==> src/rtl/ds1302_reader_if.sv <==
// Bundle of request, status, display-RAM and DS1302 pin signals around ds1302_reader.
// The slave modport is the reader itself; the master modport is the surrounding logic.
interface ds1302_reader_if;
    logic       refresh;
    logic       wr_req;
    logic [2:0] wr_reg;
    logic [7:0] wr_data;
    logic       wr_ack;
    logic       busy;
    logic       valid;
    logic [3:0] ram_waddr;
    logic [7:0] ram_wdata;
    logic       ram_we;
    logic       ds_ce;
    logic       ds_sclk;
    logic       ds_io_out;
    logic       ds_io_oe;
    logic       ds_io_in;

    modport slave (
        input  refresh, wr_req, wr_reg, wr_data, ds_io_in,
        output wr_ack, busy, valid, ram_waddr, ram_wdata, ram_we,
               ds_ce, ds_sclk, ds_io_out, ds_io_oe
    );

    modport master (
        output refresh, wr_req, wr_reg, wr_data, ds_io_in,
        input  wr_ack, busy, valid, ram_waddr, ram_wdata, ram_we,
               ds_ce, ds_sclk, ds_io_out, ds_io_oe
    );
endinterface

==> src/rtl/ds1302_reader.sv <==
// DS1302 3-wire master: periodic burst read into display RAM, single-register writes on request.
// Latency: read CLK_DIV*146 cycles, write CLK_DIV*34 cycles; ram_we one cycle after each byte's last sample.
// Backpressure: requests stay pending while busy; write wins over read. DS1302_UNPROTECT_EN adds a WP-clear write after reset.
module ds1302_reader #(
    parameter int CLK_DIV   = 4,
    parameter int REFRESH_N = 1000
) (
    input  logic             clk,
    input  logic             clr,
    ds1302_reader_if.slave   bus
);
    typedef enum logic [1:0] {IDLE, SETUP, SHIFT, HOLD} state_t;

    localparam int DW = (CLK_DIV > 1) ? $clog2(CLK_DIV) : 1;
    localparam int TW = (REFRESH_N > 1) ? $clog2(REFRESH_N) : 1;
    localparam logic [DW-1:0] DIV_LAST = DW'(CLK_DIV - 1);
    localparam logic [TW-1:0] T_RELOAD = TW'(REFRESH_N - 1);

    state_t        state, state_nxt;
    logic [DW-1:0] div_cnt;
    logic          phase;
    logic [6:0]    bit_cnt;
    logic          is_read, is_internal;
    logic [15:0]   tx;
    logic [6:0]    rx;
    logic          io_q;
    logic [TW-1:0] timer;
    logic          read_pend, write_pend, unprot_pend;
    logic          ram_we_q, valid_q;
    logic [3:0]    waddr_q;
    logic [7:0]    wdata_q;
    logic          start_un, start_wr, start_rd;

    wire        div_last = (div_cnt == DIV_LAST);
    wire        last_bit = is_read ? (bit_cnt == 7'd71) : (bit_cnt == 7'd15);
    wire [2:0]  byte_idx = bit_cnt[5:3] - 3'd1;
    wire [7:0]  byte_in  = {bus.ds_io_in, rx};
    wire        ack      = (state == HOLD) && div_last && !is_read && !is_internal;

    function automatic logic [3:0] slot(input logic [2:0] k);
        case (k)
            3'd0:    slot = 4'd0;
            3'd1:    slot = 4'd1;
            3'd2:    slot = 4'd2;
            3'd3:    slot = 4'd4;
            3'd4:    slot = 4'd5;
            3'd5:    slot = 4'd3;
            3'd6:    slot = 4'd6;
            default: slot = 4'd7;
        endcase
    endfunction

    always_ff @(posedge clk) begin
        if (clr) state <= IDLE;
        else     state <= state_nxt;
    end

    always_comb begin
        state_nxt = state;
        start_un  = 1'b0;
        start_wr  = 1'b0;
        start_rd  = 1'b0;
        case (state)
            IDLE: begin
                if (unprot_pend) begin
                    start_un  = 1'b1;
                    state_nxt = SETUP;
                end else if (write_pend) begin
                    start_wr  = 1'b1;
                    state_nxt = SETUP;
                end else if (read_pend) begin
                    start_rd  = 1'b1;
                    state_nxt = SETUP;
                end
            end
            SETUP:   if (div_last) state_nxt = SHIFT;
            SHIFT:   if (div_last && phase && last_bit) state_nxt = HOLD;
            HOLD:    if (div_last) state_nxt = IDLE;
            default: state_nxt = IDLE;
        endcase
    end

    always_ff @(posedge clk) begin
        if (clr) begin
            div_cnt     <= '0;
            phase       <= 1'b0;
            bit_cnt     <= '0;
            is_read     <= 1'b0;
            is_internal <= 1'b0;
            tx          <= '0;
            rx          <= '0;
            io_q        <= 1'b0;
            ram_we_q    <= 1'b0;
            waddr_q     <= '0;
            wdata_q     <= '0;
            valid_q     <= 1'b0;
        end else begin
            ram_we_q <= 1'b0;
            div_cnt  <= (state == IDLE || div_last) ? '0 : div_cnt + 1'b1;
            if (start_un || start_wr || start_rd) begin
                phase       <= 1'b0;
                bit_cnt     <= '0;
                is_read     <= start_rd;
                is_internal <= start_un;
                if (start_un)      tx <= {8'h00, 8'h8E};
                else if (start_wr) tx <= {bus.wr_data, 1'b1, 3'b000, bus.wr_reg, 1'b0};
                else               tx <= {8'h00, 8'hBF};
            end
            if (state == SETUP && div_last) io_q <= tx[0];
            if (state == SHIFT && div_last) begin
                phase <= ~phase;
                if (phase) begin
                    // next bit goes out as the new sclk-low phase begins
                    bit_cnt <= bit_cnt + 7'd1;
                    tx      <= {1'b0, tx[15:1]};
                    io_q    <= tx[1];
                end else if (is_read && bit_cnt >= 7'd8) begin
                    rx <= {bus.ds_io_in, rx[6:1]};
                    if (bit_cnt[2:0] == 3'd7 && byte_idx != 3'd7) begin
                        ram_we_q <= 1'b1;
                        waddr_q  <= slot(byte_idx);
                        wdata_q  <= (byte_idx == 3'd0) ? (byte_in & 8'h7F) :
                                    (byte_idx == 3'd2) ? (byte_in & 8'h3F) : byte_in;
                        if (byte_idx == 3'd6) valid_q <= 1'b1;
                    end
                end
            end
        end
    end

    always_ff @(posedge clk) begin
        if (clr) begin
            timer      <= '0;
            read_pend  <= 1'b1;
            write_pend <= 1'b0;
        end else begin
            timer <= start_rd ? T_RELOAD : ((timer != '0) ? timer - 1'b1 : timer);
            if (start_rd)                          read_pend <= 1'b0;
            else if (bus.refresh || timer == '0)   read_pend <= 1'b1;
            write_pend <= ack ? 1'b0 : bus.wr_req;
        end
    end

`ifdef DS1302_UNPROTECT_EN
    always_ff @(posedge clk) begin
        if (clr)           unprot_pend <= 1'b1;
        else if (start_un) unprot_pend <= 1'b0;
    end
`else
    assign unprot_pend = 1'b0;
`endif

    assign bus.busy      = (state != IDLE);
    assign bus.ds_ce     = (state == SETUP) || (state == SHIFT);
    assign bus.ds_sclk   = (state == SHIFT) && phase;
    // on reads the pad is released one clk after the 8th command rising edge
    assign bus.ds_io_oe  = (state == SHIFT) &&
                           (!is_read || bit_cnt < 7'd7 ||
                            (bit_cnt == 7'd7 && !(phase && div_cnt != '0)));
    assign bus.ds_io_out = io_q;
    assign bus.wr_ack    = ack;
    assign bus.valid     = valid_q;
    assign bus.ram_we    = ram_we_q;
    assign bus.ram_waddr = waddr_q;
    assign bus.ram_wdata = wdata_q;
endmodule

==> src/flat_wrapper.sv <==
// flat-port wrapper written by rule: the top's interface ports become plain ports
module ds1302_reader_flat 
#(
    parameter int CLK_DIV   = 4,
    parameter int REFRESH_N = 1000
)
  (clk, clr, bus_refresh, bus_wr_req, bus_wr_reg, bus_wr_data, bus_ds_io_in, bus_wr_ack, bus_busy, bus_valid, bus_ram_waddr, bus_ram_wdata, bus_ram_we, bus_ds_ce, bus_ds_sclk, bus_ds_io_out, bus_ds_io_oe);
  ds1302_reader_if bus_i ();
  input  logic clk;
  input  logic clr;
  input wire logic [$bits(bus_i.refresh)-1:0] bus_refresh;
  input wire logic [$bits(bus_i.wr_req)-1:0] bus_wr_req;
  input wire logic [$bits(bus_i.wr_reg)-1:0] bus_wr_reg;
  input wire logic [$bits(bus_i.wr_data)-1:0] bus_wr_data;
  input wire logic [$bits(bus_i.ds_io_in)-1:0] bus_ds_io_in;
  output wire logic [$bits(bus_i.wr_ack)-1:0] bus_wr_ack;
  output wire logic [$bits(bus_i.busy)-1:0] bus_busy;
  output wire logic [$bits(bus_i.valid)-1:0] bus_valid;
  output wire logic [$bits(bus_i.ram_waddr)-1:0] bus_ram_waddr;
  output wire logic [$bits(bus_i.ram_wdata)-1:0] bus_ram_wdata;
  output wire logic [$bits(bus_i.ram_we)-1:0] bus_ram_we;
  output wire logic [$bits(bus_i.ds_ce)-1:0] bus_ds_ce;
  output wire logic [$bits(bus_i.ds_sclk)-1:0] bus_ds_sclk;
  output wire logic [$bits(bus_i.ds_io_out)-1:0] bus_ds_io_out;
  output wire logic [$bits(bus_i.ds_io_oe)-1:0] bus_ds_io_oe;
  assign bus_i.refresh = bus_refresh;
  assign bus_i.wr_req = bus_wr_req;
  assign bus_i.wr_reg = bus_wr_reg;
  assign bus_i.wr_data = bus_wr_data;
  assign bus_i.ds_io_in = bus_ds_io_in;
  assign bus_wr_ack = bus_i.wr_ack;
  assign bus_busy = bus_i.busy;
  assign bus_valid = bus_i.valid;
  assign bus_ram_waddr = bus_i.ram_waddr;
  assign bus_ram_wdata = bus_i.ram_wdata;
  assign bus_ram_we = bus_i.ram_we;
  assign bus_ds_ce = bus_i.ds_ce;
  assign bus_ds_sclk = bus_i.ds_sclk;
  assign bus_ds_io_out = bus_i.ds_io_out;
  assign bus_ds_io_oe = bus_i.ds_io_oe;
  ds1302_reader #(.CLK_DIV(CLK_DIV), .REFRESH_N(REFRESH_N)) u_core (.clk(clk), .clr(clr), .bus(bus_i));
endmodule
==> config.mk <==
export PLATFORM = sky130hd
export DESIGN_NAME = ds1302_reader_flat
export DESIGN_NICKNAME = d
export VERILOG_FILES = /design/src/rtl/ds1302_reader_if.sv /design/src/rtl/ds1302_reader.sv /design/src/flat_wrapper.sv
export SDC_FILE = /design/constraint.sdc
export NUM_CORES = 1
export LEC_CHECK = 0
export CORE_ASPECT_RATIO = 1.2
export CORE_MARGIN = 1.5
export CORE_UTILIZATION = 40
export DETAILED_ROUTE_END_ITERATION = 10
export HOLD_SLACK_MARGIN = 0.1
export SYNTH_ARGS = -nofsm -noshare
export SYNTH_HDL_FRONTEND = slang
export SYNTH_SLANG_ARGS = --single-unit
==> constraint.sdc <==
create_clock -name clk -period 2.58 [get_ports clk]
set_clock_uncertainty 0.2 [all_clocks]
set_input_delay 0.516 -clock clk [delete_from_list [all_inputs] [get_ports clk]]
set_output_delay 0.516 -clock clk [all_outputs]
set_load 0.05 [all_outputs]
==> reports/metrics.cfg <==
[sta]
maxSlewViolCount = 0
finalSetupViolations = 0
fmax_mhz = 414
tightest_slew_ns = 0.562
final.setup.tns_ns = 0
hold_viol = 0
finalCriticalPeriod_ns = 2.42
slew_headroom_pct = 62.4
rsz0062_at_grt = false
finalCritPeriodShare_pct = 93.6

[synthesis]
avgSynthCellArea_um2 = 8.49
yosysSeqAreaShare_pct = 43.1
synth_top_cell_by_area = dfxtp_1
synth_cell_types = 52
synth_top_area_share_pct = 43.1
syn_inst = 339
synthTopCellsByArea = dfxtp_1, nand3_1, ha_1, a21oi_1, nor2_1
syn-cell-area_um2 = 2880
synth_edf_count = 0
ys_ff_latch = 62
synth-main-ff-cell = dfxtp_1
synthesis.nets = 367
async_flop_share_pct = 0
ys_warn_count = 0

[worst_hold_path]
timing.hold.worst_endpoint = u_core.bus.ram_wdata[6]
min-delay-start = u_core.bus.ram_wdata[6]
min_path_type = register to register
hold_path_depth = 2

[power]
p_sw_mw = 1.04
clock_power_share_pct = 29.5
p_comb_share_pct = 30.6
sequentialPowerShare_pct = 39.9
p_leak_nw = 1.31
p_int_mw = 2.10
switching_share_pct = 33.2
peakVddDrop_mv = 0.374
power_density_nw_per_um2 = 888

[critical_path]
reg2reg_depth = 6
r2r_end = u_core.bus.ram_waddr[1]
r2r_slack_ns = 0.47
worstPathMaxFanout = 14
worstSetupPathType = register to primary output
r2r-start = u_core.state[0]
crit_required_ns = 1.86
crit_arrival_ns = 1.70
cp-start-kind = register
endpoint_kind = primary output

[finish]
synthToLayoutAreaGrowth_pct = 23.0
fin_cells = 462
drive_gt1_share_pct = 9.87
antennaDiodeCount = 0
layout.nets = 398
final.fill_count = 671
layout_commonest_cell = dfxtp_1
final_cell_mix = dfxtp_1, nor2_1, nand3_1, nand2_1

[drt]
routedWlPerCell_um = 13.0
vias = 2450
drc_errors = 0
dr.first_iter.drc_count = 126
dr.pass1.iters = 4
via_per_inst = 5.30
drt_wl_total_um = 5990
ant_nets = 0

[clocking]
clock-sinks = 62
cts_max_path_buffers = 2
cts_resized = 0
cts_root_buffer = clkbuf_8
cts_buffers = 9
postCtsSetupRepairBufs = 0
clkLatencyLatePin_ns = 0.33
htree_levels = 3
cts-hold-fix-buffers = 0
cts_tree = yes
clk_pin_slew_ns = 0.07

[placed_design]
port_buffers = 34
dp.cells = 446
hpwl_um = 4240
place.gp.congestion = 0.742

[global_route]
gr-total-overflow = 0
antenna_found_initial = 0
grt_pass1_wl_um = 10400
grt_pass1_vias = 2213
track_usage_pct = 17.1
grt_max_degree = 26

[floorplanning]
die-area_um2 = 7710
io_pins = 36
std_cell_rows = 33
initial_core_util_pct = 41.7
die_x_um = 80.4
coreArea_um2 = 6900
die_h_um = 95.9

[run]
drv_cap = 0

[run_status]
status = completed

[power by group through the flow]
stage,sequential [mW],combinational [mW],clock [mW]
finish,1.25,0.962,0.928
global route,1.28,1.06,0.993
CTS,1.25,0.970,0.953
detailed placement,1.27,0.966,0
global placement,1.26,0.952,0
floorplan,1.23,0.691,0
[routing by layer]
metal	GRT usage (%)	part of all wire [%]	up-vias
met5	0	0	-
li1	-	-	1266
met2	27.9	47	49
met3	3.03	3.8	11
met4	7.76	1.9	0
met1	21.9	47	1124
[through the flow]
step | util [%] | setup WS [ns] | hold WS [ns] | power, mW | instance area [um^2]
floorplan | - | 0.408 | 0.228 | 1.93 | 2880
global placement | 48.2 | 0.512 | 0.240 | 2.22 | 3320
detailed placement | 48.2 | 0.473 | 0.245 | 2.24 | 3320
CTS | 51.3 | 0.135 | 0.254 | 3.18 | 3540
global route | 51.3 | 0.0325 | 0.269 | 3.33 | 3540
finish | 51.3 | 0.164 | 0.251 | 3.14 | 3540
[logic make-up (layout without fill, tap and decap cells)]
logic type	after synthesis	in the layout	share of synthesized area [%]
AOI/OAI and AO/OA	68	68	15.4
other	1	1	0.130
DFF	62	62	43.1
adders and majority gates	12	12	5.22
buffers and inverters	34	70	4.70
and+or+nand+nor	147	147	26.3
muxes	12	12	4.26
xor gates and xnor gates	3	3	0.913
[cell type report]
class	count	area (um^2)	area share, %
inverter	10	37.5	1.06
clock buffer	12	145	4.10
clock inverter	4	70.1	1.98
sequential	62	1240	35.1
multi-input combinational	243	1500	42.4
tap	87	109	3.08
timing repair buffer	44	435	12.3
[sequential cells by signal (all words and copies together), names as in the netlist, 2 cells and up]
name	flops
u_core.tx	16
u_core.timer	10
u_core.bus.ram_wdata	8
u_core.bit_cnt	7
u_core.rx	7
u_core.bus.ram_waddr	3
u_core.div_cnt	2
u_core.state	2
[how the worst max path moves through the flow]
stage                                         end  depth (start not counted)              start
final                                bus_ds_io_oe                          3  u_core.bit_cnt[3]
after global routing                 bus_ds_io_oe                          3  u_core.bit_cnt[3]
after CTS                            bus_ds_io_oe                          3  u_core.bit_cnt[3]
after detailed placement  u_core.bus.ram_waddr[1]                          6    u_core.state[0]
after global placement               bus_ds_io_oe                          3  u_core.bit_cnt[3]
after floorplan                   u_core.state[1]                          6    u_core.state[1]
[worst max-delay path, cell delays in order (launching register included)]
cell and delay, ns:
dfxtp_1 0.43, o41ai_2 0.52, and3_1 0.27, buf_12 0.15
[synthesized netlist by cell type (all sizes together), types with 4 or more instances]
| master | n |
|---|---|
| dfxtp | 62 |
| nor2 | 36 |
| nand3 | 32 |
| nand2 | 31 |
| a21oi | 28 |
| clkbuf | 20 |
| a311oi | 12 |
| ha | 12 |
| inv | 10 |
| mux2i | 10 |
| nor3 | 9 |
| o21ai | 7 |
| and3 | 6 |
| or3 | 5 |
| a211oi | 4 |
| a31oi | 4 |
| buf | 4 |
| nor3b | 4 |
No activity file was read; power rests on OpenSTA's default activity.
